File: src/rtl/slr_pkg.sv
// Shared types and defaults for the sequential logical-shift-right controller.
package slr_pkg;

    typedef enum logic [1:0] {
        IDLE  = 2'd0,
        SHIFT = 2'd1,
        DONE  = 2'd2
    } slr_state_t;

    localparam int SLR_W = 4;

endpackage

File: src/rtl/slr_step.sv
// Single-position logical right shift; the MSB is zero-filled.
import slr_pkg::*;

module slr_step #(
    parameter int WIDTH = SLR_W
) (
    input  logic [WIDTH-1:0] d,
    output logic [WIDTH-1:0] q
);

    assign q = d >> 1;

endmodule

File: src/rtl/slr_seq_ctrl.sv
// Handshaked controller that shifts A right by B, one bit position per clock.
import slr_pkg::*;

module slr_seq_ctrl #(
    parameter int WIDTH = SLR_W,
    parameter int CW    = $clog2(WIDTH + 1)
) (
    input  logic             clk,
    input  logic             rst_n,
    input  logic             in_valid,
    output logic             in_ready,
    input  logic [WIDTH-1:0] a,
    input  logic [WIDTH-1:0] b,
    output logic             out_valid,
    input  logic             out_ready,
    output logic [WIDTH-1:0] c,
    output logic             busy
);

    localparam logic [WIDTH-1:0] B_MAX = WIDTH'(WIDTH);

    slr_state_t       state;
    slr_state_t       state_nxt;
    logic [WIDTH-1:0] data;
    logic [WIDTH-1:0] data_nxt;
    logic [WIDTH-1:0] step_q;
    logic [CW-1:0]    count;
    logic [CW-1:0]    count_nxt;
    logic [CW-1:0]    amt;

    slr_step #(
        .WIDTH(WIDTH)
    ) u_step (
        .d(data),
        .q(step_q)
    );

    // Compare the full amount before narrowing so large b never wraps.
    assign amt = (b >= B_MAX) ? CW'(WIDTH) : CW'(b);

    always_ff @(posedge clk or negedge rst_n) begin
        if (!rst_n) begin
            state <= IDLE;
            data  <= '0;
            count <= '0;
        end else begin
            state <= state_nxt;
            data  <= data_nxt;
            count <= count_nxt;
        end
    end

    always_comb begin
        state_nxt = state;
        data_nxt  = data;
        count_nxt = count;
        unique case (state)
            IDLE: begin
                if (in_valid) begin
                    data_nxt  = a;
                    count_nxt = amt;
                    state_nxt = (amt == '0) ? DONE : SHIFT;
                end
            end
            SHIFT: begin
                data_nxt  = step_q;
                count_nxt = count - CW'(1);
                if (count == CW'(1)) begin
                    state_nxt = DONE;
                end
            end
            DONE: begin
                if (out_ready) begin
                    state_nxt = IDLE;
                end
            end
            default: begin
                state_nxt = IDLE;
            end
        endcase
    end

    assign in_ready  = (state == IDLE);
    assign out_valid = (state == DONE);
    assign busy      = (state != IDLE);
    assign c         = data;

endmodule

File: config.mk
export PLATFORM = sky130hd
export DESIGN_NAME = slr_seq_ctrl
export DESIGN_NICKNAME = d
export VERILOG_FILES = /design/src/rtl/slr_pkg.sv /design/src/rtl/slr_step.sv /design/src/rtl/slr_seq_ctrl.sv
export SDC_FILE = /design/constraint.sdc
export NUM_CORES = 1
export LEC_CHECK = 0
export CELL_PAD_IN_SITES_DETAIL_PLACEMENT = 2
export CELL_PAD_IN_SITES_GLOBAL_PLACEMENT = 2
export CORE_MARGIN = 5
export CORE_UTILIZATION = 30
export CTS_BUF_LIST = sky130_fd_sc_hd__clkbuf_4
export CTS_CLUSTER_SIZE = 28
export DETAILED_ROUTE_END_ITERATION = 10
export DONT_BUFFER_PORTS = 1
export PLACE_DENSITY = 0.75
export SYNTH_ARGS = -nofsm -noshare
export SYNTH_HDL_FRONTEND = slang
export SYNTH_SLANG_ARGS = --single-unit
export TNS_END_PERCENT = 30
File: constraint.sdc
create_clock -name clk -period 3.45 [get_ports clk]
set_clock_uncertainty 0.05 [all_clocks]
set_input_delay 0.69 -clock clk [delete_from_list [all_inputs] [get_ports clk]]
set_output_delay 0.69 -clock clk [all_outputs]
set_load 0.02 [all_outputs]
==> results.txt <==
The run finished with clean final reports. At the end of routability-driven placement, the weighted congestion stood at 0.724. The global router's overall resource usage is 12.7%. The port buffer count is 0. The number of pins with negative max-slew slack in the final report came out at 0. The net count after synthesis is approximately 70.

The instance count of the mapped netlist is 55. The DRC violation count after routing is 0. The TritonCTS sink count came out at 9.

The critical path is of the reg -> out type. The critical path data required time is 2710 ps. The sequential element share of the synthesized area is 43.8%. The fraction of the cycle the final worst path needs is 61.8%. The class of the tightest hold or removal check is in -> async. The CTS tree is yes. The critical register-to-register path endpoint is count[2]. The worst register-to-register path has a setup slack of 1990 ps.

For this design the static power due to leakage is 0.000248 uW. The signal arrival time at the worst endpoint came out at roughly 1400 ps. The die width is 51.4 um. The layout net count came out at 72. During synthesis, Yosys emitted a total of 0 warnings. The fraction of layout instances using a drive strength above 1 came out at 14.0%. The endpoint class of the critical path is a primary output. The remaining antenna violation count came out at 0. The placed wire-length estimate is a little over 1 mm. The critical path's slowest cell is dfrtp_1.

Setup repair after global routing left no endpoint under its margin. The distinct cell type count of the synthesized netlist came out at 30. In the routed layout, each cell is associated on average with a via count of roughly 6. After clock tree synthesis, the clock-pin slew on the worst setup and hold paths is 70 ps.

The largest stage delay on the critical path is 530 ps. The total congestion overflow after global routing came out at 0. The power density of the placed cells is 965 mW/mm^2. Entering global routing, the biggest net connects 15 pins. The cell sitting at the root of the clock tree is a clkbuf_4. The worst-case setup margin in the final layout came out at roughly 1300 ps. In the final timing run, aggregate negative setup slack is 0 ps.

The number of maximum-capacitance violations came out at 0. The number of iterations in the first detailed-routing pass is 4. The count of hold-fix buffers inserted at cts came out at 0. The area after detailed placement came out at 523 um^2. After detailed routing, the total wire length is 1.39 mm. The post-detailed-route wirelength per cell came out at 18.8 um.

VDD sags by at most 0.349 mV. The insertion delay to the later sink of the worst-skew pair is 280 ps. The number of cell rows came out at 15.

The count of cells resized by post-cts repair is 0. The first routing iteration left 6 violations. 19 I/O pins were placed. Derived from the worst setup path, the maximum achievable clock frequency is 469 MHz.

The floorplan step defined a die boundary enclosing 0.00264 mm^2. After routing the design area is ~550 um^2. The number of antenna diodes in the final layout is 0.

The clock passes through at most 2 buffers. The via total after detailed routing is around 440. The final-report hold violation count came out at 0. The final period demand of the worst path came out at 2130 ps.

STA classifies the critical path startpoint as a flop. The post-CTS setup repair buffer count is 0. The area growth from synthesis to layout is 7.54%. The largest driver fanout on the critical path came out at 14. In this run the number of H-tree levels came out at 1. The vertical die dimension came out at ~51 um. OpenSTA, run right after detailed placement, puts the worst setup slack at 1600 ps. The total core area is 0.00167 mm^2.

The library cell used most frequently in the layout, excluding fill and tap cells, is dfrtp_1. Traced cell by cell, the critical path runs through nor2_2 > inv_1. The mean area per synthesized cell came out at 9.35 um^2. The clock buffer count from CTS came out at 3. The initial antenna violation count came out at 0. The count of endpoints failing setup in the final report is 0. The worst register-to-register path begins at state[0]. The count of cells along the worst register-to-register path is 3. The top cell types in the final layout, fill and taps aside, are dfrtp_1 (9), inv_1 (6), nand2_1 (6). The wire length of the first global-routing pass came out at about 2.3 mm. For the pin with the worst max-slew slack, the measured transition is 522 ps. The relative max-transition margin is 65.1%. The via count of the first global-routing pass is roughly 470.

The number of synthesized register bits came out at 9. The initial utilization of the core area, before any placement, comes to 30.8%. Summing every instance area after synthesis gives between 500 and 600 um^2.
## worst max-delay path: cells and delay by family (launching register included)
family | cells | cell delay, ps
buffers and inverters | 1 | 200
flip-flops | 1 | 530
AND/OR/NAND/NOR | 1 | 380
## through the flow
| stage | util, % | power [uW] | hold WS (ps) | instances |
|---|---|---|---|---|
| 2_1_floorplan | - | 396 | 344 | 55 |
| 3_3_place_gp | 31.3 | 431 | 345 | 70 |
| 3_5_place_dp | 31.3 | 441 | 345 | 70 |
| 4_1_cts | 33.1 | 544 | 37.0 | 74 |
| 5_1_grt | 33.1 | 579 | 25.9 | 74 |
| 6_report | 33.1 | 534 | 46.6 | 74 |
## power by group
part / switching (uW) / internal, uW
clock: 45.2 / 52.9
sequential: 87.1 / 152
combinational: 116 / 80.5
total: 248 / 286
## logic make-up (layout without fill, tap and decap cells)
logic type / count (synthesis) / count (layout) / share of synthesized area [%]
buffers and inverters: 9 / 11 / 7.54
flip-flops: 9 / 9 / 43.8
adder cells (fa/ha/maj): 2 / 2 / 4.87
AND/OR/NAND/NOR: 16 / 16 / 18.7
AO/OA/AOI/OAI: 19 / 19 / 25.1
## Yosys cell counts, drive strengths merged
cell | n | share of area [%]
dfrtp | 9 | 44
a32oi | 2 | 3.4
nand2 | 6 | 4.4
and3 | 1 | 1.2
a21oi | 3 | 2.9
and2b | 1 | 1.7
o22ai | 1 | 1.2
and2 | 1 | 1.2
o21bai | 1 | 1.5
nor2b | 1 | 1.2
nand2b | 1 | 1.2
a22oi | 2 | 2.9
a31oi | 1 | 1.2
nor4 | 1 | 1.2
o311ai | 1 | 1.7
a22o | 1 | 1.7
nor3b | 1 | 3.7
nand3 | 1 | 0.97
ha | 2 | 4.9
o22a | 1 | 1.7
o21ai | 4 | 3.9
o31ai | 1 | 1.5
inv | 7 | 5.1
a21o | 1 | 1.5
buf | 2 | 2.4
nor2 | 2 | 1.9
## sequential cells by signal, indices dropped and copies added (netlist names)
name,flops
c,4
count,3
state,2
## metal layers
layer  up-vias  global-route usage [%]  share of wire (%)
li1        199                       -                  -
met1       223                    14.7                 46
met2        17                    18.0                 42
met3         5                    6.12                7.9
met4         0                    9.17                3.6
met5         -                       0                  0
## how the worst max path moves through the flow
stage	from	depth (start not counted)	to
6_report	state[1]	2	busy
3_3_place_gp	state[1]	2	busy
2_1_floorplan	state[0]	3	busy
5_1_grt	state[1]	2	busy
4_1_cts	state[1]	2	busy
3_5_place_dp	state[1]	2	busy
## layout make-up
cell class              instances  area (um^2)
clock buffers                   4         30.0
fillers                       192         1120
inverters                       7         26.3
multi-input cells              37          250
flip-flops and latches          9          225
well taps                      17         21.3
Power figures use the tool's default switching activity.
